**config.mk**
```make
export PLATFORM = sky130hd
export DESIGN_NAME = rgb_sinp
export DESIGN_NICKNAME = d
export VERILOG_FILES = /design/src/rtl/rgb_sinp_pkg.sv /design/src/rtl/sig_sync.sv /design/src/rtl/rgb_sinp.sv
export SDC_FILE = /design/constraint.sdc
export NUM_CORES = 1
export LEC_CHECK = 0
export CORE_UTILIZATION = 51
export DETAILED_ROUTE_END_ITERATION = 10
export GPL_TIMING_DRIVEN = 1
export PLACE_DENSITY = 0.86
export SYNTH_ARGS = -nofsm -noshare
export SYNTH_HDL_FRONTEND = slang
export SYNTH_SLANG_ARGS = --single-unit
export TNS_END_PERCENT = 20
```
**constraint.sdc**
```tcl
create_clock -name clk -period 2.4 [get_ports clk]
set_input_delay 0.36 -clock clk [delete_from_list [all_inputs] [get_ports clk]]
set_output_delay 0.36 -clock clk [all_outputs]
set_load 0.03 [all_outputs]
```
**src/rtl/rgb_sinp_pkg.sv**
```systemverilog
// Shared WS2812b word layout and default timing constants for the serial
// input (rgb_sinp) and output (rgb_sotp) blocks.
package rgb_sinp_pkg;

    localparam int WORD_W    = 32;
    localparam int BIT_VALID = 31;
    localparam int BIT_SRST  = 30;
    localparam int G_HI      = 23;
    localparam int G_LO      = 16;
    localparam int R_HI      = 15;
    localparam int R_LO      = 8;
    localparam int B_HI      = 7;
    localparam int B_LO      = 0;

    localparam int DEF_THRESH_H    = 58;
    localparam int DEF_TMIN_H      = 10;
    localparam int DEF_TMAX_H      = 150;
    localparam int DEF_STR_RST     = 4800;
    localparam int DEF_COUNTER_MAX = 7800;

    localparam logic [WORD_W-1:0] SRST_WORD = 32'hC000_0000;

    typedef enum logic [1:0] {
        SYNC      = 2'd0,
        IDLE_LOW  = 2'd1,
        MEAS_HIGH = 2'd2,
        MEAS_LOW  = 2'd3
    } rgb_state_e;

    function automatic logic [WORD_W-1:0] pixel_word(input logic [23:0] grb);
        logic [WORD_W-1:0] w;
        w            = '0;
        w[BIT_VALID] = 1'b1;
        w[G_HI:G_LO] = grb[23:16];
        w[R_HI:R_LO] = grb[15:8];
        w[B_HI:B_LO] = grb[7:0];
        return w;
    endfunction

endpackage

```
**src/rtl/sig_sync.sv**
```systemverilog
// Two-flop synchronizer for a single asynchronous input.
module sig_sync (
    input  logic clk,
    input  logic rst_n,
    input  logic d,
    output logic q
);

    logic [1:0] ff;

    always_ff @(posedge clk or negedge rst_n) begin
        if (!rst_n) ff <= 2'b00;
        else        ff <= {ff[0], d};
    end

    assign q = ff[1];

endmodule

```
**src/rtl/rgb_sinp.sv**
```systemverilog
// WS2812b serial decoder: measures high/low times on the synchronized line
// and pushes 24-bit GRB pixels and stream-reset markers into a FIFO.
module rgb_sinp
    import rgb_sinp_pkg::*;
#(
    parameter int RGB_THRESH_H = DEF_THRESH_H,
    parameter int RGB_TMIN_H   = DEF_TMIN_H,
    parameter int RGB_TMAX_H   = DEF_TMAX_H,
    parameter int RGB_STR_RST  = DEF_STR_RST,
    parameter int COUNTER_MAX  = DEF_COUNTER_MAX
) (
    input  logic              clk,
    input  logic              rst_n,
    input  logic              in_sig,
    input  logic              in_wr_fifo_full,
    output logic              out_wr_fifo_en,
    output logic [WORD_W-1:0] out_wr_fifo_data,
    output logic              out_ovfl,
    output logic              out_frame_err
);

    localparam int CW = $clog2(COUNTER_MAX + 1);
    localparam logic [CW-1:0] CNT_MAX = CW'(COUNTER_MAX);
    localparam logic [CW-1:0] STR_M1  = CW'(RGB_STR_RST - 1);
    localparam logic [CW-1:0] TMAX_M1 = CW'(RGB_TMAX_H - 1);
    localparam logic [CW-1:0] TMIN    = CW'(RGB_TMIN_H);
    localparam logic [CW-1:0] THRESH  = CW'(RGB_THRESH_H);

    rgb_state_e        state, state_nxt;
    logic              sig_s, sig_d, rise, fall;
    logic [CW-1:0]     cnt;
    logic [4:0]        bit_cnt;
    logic [23:0]       sh, sh_nxt;
    logic              cnt_clr, frame_evt, srst_evt, shift_en, bit_val, last_bit;
    logic              wr_req;
    logic [WORD_W-1:0] wr_word;

    sig_sync u_sync (
        .clk   (clk),
        .rst_n (rst_n),
        .d     (in_sig),
        .q     (sig_s)
    );

    always_ff @(posedge clk or negedge rst_n) begin
        if (!rst_n) sig_d <= 1'b0;
        else        sig_d <= sig_s;
    end

    assign rise = sig_s & ~sig_d;
    assign fall = ~sig_s & sig_d;

    always_ff @(posedge clk or negedge rst_n) begin
        if (!rst_n) state <= SYNC;
        else        state <= state_nxt;
    end

    // Decode events; the count measures the current level since the last edge.
    always_comb begin
        cnt_clr   = 1'b0;
        frame_evt = 1'b0;
        srst_evt  = 1'b0;
        shift_en  = 1'b0;
        case (state)
            SYNC: cnt_clr = sig_s;
            IDLE_LOW, MEAS_LOW: begin
                if (rise)                           cnt_clr  = 1'b1;
                else if (!sig_s && cnt == STR_M1)   srst_evt = 1'b1;
            end
            MEAS_HIGH: begin
                if (fall) begin
                    cnt_clr = 1'b1;
                    if (cnt < TMIN) frame_evt = 1'b1;
                    else            shift_en  = 1'b1;
                end else if (cnt == TMAX_M1) begin
                    cnt_clr   = 1'b1;
                    frame_evt = 1'b1;
                end
            end
            default: ;
        endcase
    end

    always_comb begin
        state_nxt = state;
        case (state)
            SYNC:               if (!sig_s && cnt == STR_M1) state_nxt = IDLE_LOW;
            IDLE_LOW, MEAS_LOW: begin
                if (rise)          state_nxt = MEAS_HIGH;
                else if (srst_evt) state_nxt = IDLE_LOW;
            end
            MEAS_HIGH: begin
                if (frame_evt)     state_nxt = SYNC;
                else if (shift_en) state_nxt = MEAS_LOW;
            end
            default:               state_nxt = SYNC;
        endcase
    end

    always_ff @(posedge clk or negedge rst_n) begin
        if (!rst_n)              cnt <= '0;
        else if (cnt_clr)        cnt <= '0;
        else if (cnt != CNT_MAX) cnt <= cnt + 1'b1;
    end

    assign bit_val  = (cnt >= THRESH);
    assign last_bit = (bit_cnt == 5'd23);
    assign sh_nxt   = {sh[22:0], bit_val};
    assign wr_req   = srst_evt | (shift_en & last_bit);
    assign wr_word  = srst_evt ? SRST_WORD : pixel_word(sh_nxt);

    // Full is sampled in the decision cycle; the strobe is registered so the
    // FIFO sees a clean one-cycle pulse with data already stable.
    always_ff @(posedge clk or negedge rst_n) begin
        if (!rst_n) begin
            out_wr_fifo_en   <= 1'b0;
            out_wr_fifo_data <= '0;
            out_ovfl         <= 1'b0;
            out_frame_err    <= 1'b0;
            sh               <= '0;
            bit_cnt          <= '0;
        end else begin
            out_wr_fifo_en <= 1'b0;
            if (wr_req) begin
                if (in_wr_fifo_full) begin
                    out_ovfl <= 1'b1;
                end else begin
                    out_wr_fifo_en   <= 1'b1;
                    out_wr_fifo_data <= wr_word;
                end
            end
            if (frame_evt || srst_evt) begin
                if (frame_evt || bit_cnt != 5'd0) out_frame_err <= 1'b1;
                sh      <= '0;
                bit_cnt <= '0;
            end else if (shift_en) begin
                if (last_bit) begin
                    sh      <= '0;
                    bit_cnt <= '0;
                end else begin
                    sh      <= sh_nxt;
                    bit_cnt <= bit_cnt + 1'b1;
                end
            end
        end
    end

endmodule
```
# == Word level (Yosys, flattened, before mapping) ==
# Cells that the tools add are included.
# totals
reg_bits,81
inputBits,4
out_inout_bits,35
# op_classes
addsub,2
order_cmp,2
eq_ne,10
n_mux,30
bitwise_logic,7
reduce_logical,13
# ops
cell,count
2-to-1 mux 23 bit,3
2-to-1 mux 31 bit,1
2-to-1 mux 13 bit,2
2-to-1 mux 5 bit,3
2-to-1 mux 1 bit,14
"adder 13 x 1 -> 13 bit, second input constant",1
"== test 13 bit, second input constant",1
"== test 13 x 8 -> 1 bit, second input constant",1
">= comparator 13 x 6 -> 1 bit, second input constant",1
"less-than comparator 13 x 4 -> 1 bit, second input constant",1
"inequality test 13 bit, second input constant",1
2-to-1 mux 2 bit,5
"inequality test 3 bit, second input constant",2
case mux 2 bit (3 select lines),1
AND reduction 2 bit,3
"adder 5 x 1 -> 5 bit, second input constant",1
"== test 5 bit, second input constant",1
nonzero test 5 bit,1
"== test 2 bit, second input constant",2
nonzero test 2 bit,2
bitwise AND 1 bit,3
NOT 1 bit,3
case mux 1 bit (3 select lines),1
AND reduction 3 bit,1
other kinds (8),9

# == Logic depth before layout (Yosys ltp) ==
# Gate-level depths: netlist of the first run.
# depth
word_depth,8
depth_mapped,7
depth_no_buf,6

# == Cells and area by module ==
# A second synthesis of the first run with hierarchy kept.
# hier_totals
cells_unflattened,349
hier_area_um2,3652.3
# by_module_without_submodules
mod,n_inst,cells_per_inst,area_each_um2,seq_area_each_um2
rgb_sinp,1,347,3602.2,1826.8
sig_sync,1,2,50.0,50.0

# == Worst setup path after synthesis of the first run ==
# OpenSTA, ideal clock, no wires.
# synth_path
kind,reg-to-reg
from,reg cnt[6]
to,reg out_wr_fifo_data[1]
setup_time_ps,125
arrival_ps,2259
setup_slack_ps,16
stages_incl_launch_ff,8
synth_period_minus_slack_ps,2384
path_cell_list,dfrtp_1 > buf_6 > or4b_4 > or4_1 > buf_6 > buf_6 > o31a_1 > mux2_2
# synth_via
elab_chain_cells,7
elab_cells_between_ends,13
# synth_lines
element,line_no,text
from (decl),rgb_sinp.sv:31,logic [CW-1:0] cnt;
from (signal assigned),rgb_sinp.sv:103,else if (cnt != CNT_MAX) cnt <= cnt + 1'b1;
less-than comparator 13 x 4 -> 1 bit or == test 13 bit (tied branches),"rgb_sinp.sv:73, rgb_sinp.sv:68",
2-to-1 mux 1 bit or logical AND 1 bit (tied branches),"rgb_sinp.sv:73, rgb_sinp.sv:68",
"2-to-1 mux 1 bit, on equally long branches","rgb_sinp.sv:71, rgb_sinp.sv:68",
"2-to-1 mux 1 bit, on equally long branches","rgb_sinp.sv:64, rgb_sinp.sv:67",
bitwise AND 1 bit or 2-to-1 mux 1 bit (tied branches),"rgb_sinp.sv:109, rgb_sinp.sv:64",
OR 1 bit,rgb_sinp.sv:109,assign wr_req = srst_evt | (shift_en & last_bit);
AND reduction 2 bit (no line),n/a,
to (signal assigned),rgb_sinp.sv:129,out_wr_fifo_data <= wr_word;
to (decl),rgb_sinp.sv:17,"output logic [WORD_W-1:0] out_wr_fifo_data,"
# Parallel ways exist; a longest one is shown, timed or not.
# A chain may end at the register's enable or synchronous reset.

# == Worst setup path in the final report of the first run ==
# layout_path
from,reg cnt[10]
to,reg out_wr_fifo_data[3]
# The elaborated chain is that of the path after synthesis.

==> results of run 1 <==
## synthesized netlist by cell type (2+ instances only)
master     number  area (sq um)
dfrtp_1        75          1877
a32o_1         23         230.2
mux2_2         23         259.0
o31a_1         23         201.4
clkbuf_1       18         67.56
nor2_1         14         52.55
nand2_1        10         37.54
nor4_1         10         62.56
xnor2_1         9         78.83
buf_4           8         60.06
inv_1           8         30.03
nor3_1          7         35.03
nand3_1         6         30.03
a21oi_1         5         25.02
ha_1            5         62.56
or4_1           5         37.54
buf_6           4         45.04
nand4b_1        4         35.03
o21ai_0         4         20.02
nand2b_1        3         18.77
or3_1           3         18.77
a221o_1         2         20.02
a41o_1          2         20.02
mux2i_1         2         20.02
nand3b_1        2         15.01
nand4_1         2         12.51
nor2b_1         2         12.51
nor3b_1         2         15.01
o211ai_1        2         15.01
o2bb2ai_1       2         17.52
xor2_1          2         17.52
## path summary, 6_finish.rpt
check                              from             endpoint  slack [ns]
hold / removal                    rst_n                sh[8]        0.01
max in group asynchronous         rst_n               cnt[9]        1.81
setup reg to reg                cnt[10]  out_wr_fifo_data[3]        0.08
hold reg to reg            u_sync.ff[0]         u_sync.ff[1]        0.36
setup / recovery                cnt[10]  out_wr_fifo_data[3]        0.08
min in group clk           u_sync.ff[0]         u_sync.ff[1]        0.36
## state kept, by name, summed over array words and instances (netlist names)
register	cells
u_sync.ff	2
state	2
bit_cnt	5
out_wr_fifo_en	1
out_wr_fifo_data	26
out_ovfl	1
sh	23
sig_d	1
cnt	13
out_frame_err	1
## through the flow
step / instance area (sq um) / utilization (%) / instances / power, W
2_1_floorplan: 3655 / - / 315 / 0.001355
3_3_place_gp: 4125 / 60.38 / 433 / 0.001396
3_5_place_dp: 4125 / 60.38 / 433 / 0.001399
4_1_cts: 4295 / 62.88 / 449 / 0.002230
5_1_grt: 4295 / 62.88 / 449 / 0.002298
6_report: 4295 / 62.88 / 449 / 0.002218
## placed cells by master (no fill, tap or decap), types with 2 or more instances in the layout
| master | count |
|---|---|
| nand3_1 | 6 |
| clkinvlp_4 | 2 |
| dfrtp_1 | 75 |
| mux2i_1 | 2 |
| clkbuf_8 | 9 |
| nand2b_1 | 3 |
| mux2_2 | 23 |
| o2bb2ai_1 | 2 |
| nor3b_1 | 2 |
| nor3_1 | 6 |
| a221o_1 | 2 |
| inv_1 | 8 |
| clkdlybuf4s50_1 | 31 |
| a32o_1 | 23 |
| nand4_1 | 2 |
| ha_1 | 5 |
| or4_1 | 5 |
| nor2_1 | 14 |
| clkinv_2 | 2 |
| xor2_1 | 2 |
| nor2b_1 | 2 |
| conb_1 | 6 |
| buf_4 | 17 |
| o21ai_0 | 4 |
| xnor2_1 | 9 |
| buf_12 | 4 |
| clkinv_4 | 2 |
| nand3b_1 | 2 |
| o31a_1 | 23 |
| nand2_1 | 10 |
| a41o_1 | 2 |
| o211ai_1 | 2 |
| or3_1 | 3 |
| nand4b_1 | 4 |
| nor4_1 | 10 |
| a21oi_1 | 5 |
## critical path: cells and delay by family (launching register included)
kind	cells	cell delay, ns
AO/OA/AOI/OAI	1	0.25
buffers and inverters	1	0.20
flip-flops	1	0.42
multiplexers	1	0.27
AND/OR/NAND/NOR	2	1.05
## cell type report
class | count | area share [%]
flip-flops and latches | 75 | 43.69
multi-input cells | 200 | 36.59
repair buffers | 53 | 12.18
clock buffers | 10 | 2.971
well taps | 96 | 2.796
clock inverters | 6 | 0.9904
inverters | 9 | 0.7865
## cells by family (layout without fill, tap and decap cells)
group                      after synthesis  after routing  share of synthesized area, %
and+or+nand+nor                         79             79                         12.87
other                                    1              6                        0.1031
muxes                                   25             25                         7.674
AOI/OAI and AO/OA                       74             74                         17.55
buffers and inverters                   40             78                         5.815
xor gates and xnor gates                11             11                         2.650
DFF                                     75             75                         51.62
adders and majority gates                5              5                         1.721
## per-layer routing
layer  share of wire (%)  track usage (%)  vias to the layer above  routed length, microns
met2                  49            33.84                       82                    3641
met1                  45            28.28                     1357                    3364
met3                 4.4            4.286                       12                     332
met4                 1.8            11.52                        0                     135
li1                    -                -                     1248                       -
met5                   0                0                        -                       0
## power breakdown
part,switching [W],leakage (nW),internal (W),total (W)
Clock,0.000471,0.0822,0.000375,0.000846
Combinational,0.0000636,0.762,0.0000250,0.0000886
Sequential,0.0000128,1.03,0.00127,0.00128
==> flow_summary.ini, run 1 <==
[timing]
hold_viol = 0
holdWs_ns = 0.01334
setup_viol_count_final = 0
period_share_pct = 96.61
max_freq_mhz = 431.3
tightest_slew_ns = 0.6083
fin_crit_ns = 2.319
relSlewSlack_pct = 59.44
drv_slew = 0
finClkSkew_ns = 0.01249
fin_ws_ns = 0.08129
tns_ns = 0
rsz0062_at_grt = no

[power_and_ir_drop]
p_leak_nw = 1.873
peakVddDrop_uv = 382.0
p_per_area_nw_per_um2 = 516.4

[clock_tree]
cts_resized = 0
clk_pin_slew_worst_paths_ns = 0.09
root_buffer = clkbuf_8
clkSinkCount = 75
cts_setup_buffers = 0
cts_hold_buf = 0
cts_tree = yes
insertion_delay_ns = 0.36
htreeDepth = 3
cts_buffers = 9
cts_max_path_buffers = 2

[floorplan]
die-area_sq_um = 7471
die_w_microns = 86.44
start_util_pct = 53.22
die_h_microns = 86.44
core_sq_um = 6832
rows = 30
pin_count = 39

[routing]
drtAntennaViolNets = 0
wl_mm = 7.472
first_pass_iters = 5
via_count = 2699
viasPerCell = 6.011
drtIter0Drc = 182
post_drt_wl_per_cell_microns = 16.64
drc = 0

[synth]
synthCells = 310
synth_edf_count = 0
ys_async_sr_fraction_pct = 100.0
syn-cell-area_sq_um = 3636
yosysSeqAreaShare_pct = 51.62
synth.avg_cell_area_sq_um = 11.73
yosysWarnings = 0
ys_types = 54
ys_ff_latch = 75
synth-main-ff-cell = dfrtp_1

[worst_setup_path]
crit_arrival_ns = 2.55
setup.worst_path.end_class = flip-flop
rr_worst_depth = 5
crit_type = flip-flop to flip-flop
slowest_stage = or4_1
critPathMaxStageDelay_ns = 0.53
required_ns = 2.63
crit_chain = or4b_4 -> or4_1 -> buf_12 -> o31a_1 -> mux2_2
start_kind = flip-flop
cp_max_fo = 27

[finish]
n_fill_cell = 533
drive_gt1_share_pct = 19.26
layout.nets = 357
ff_latch_area_sq_um = 1877
multiInputGateArea_sq_um = 1572
syn_to_final_growth_pct = 18.13
diodes = 0

[grt]
first_global_vias = 2580
antenna_found_initial = 0
grt_overflow = 0
grt_use_total_pct = 21.50
grt_max_degree = 32
grt_pass1_wl_mm = 12.32

[run]
drv_cap = 0

[min_path]
worstHoldPathType = primary input to async pin

[placement]
dp_worst_setup_slack_ns = 0.09751
port_buffers = 32
gp_congestion = 0.7895
place_hpwl_mm = 4.914

[status]
outcome = finished clean
Note: power is estimated with default switching activity, not from simulation.
==> run 2, diff against run 1 <==
Settings changed: CAP_MARGIN set to 10.
==> results of run 2 <==
The final DEF is identical to that of run 1; final timing and power are the same.
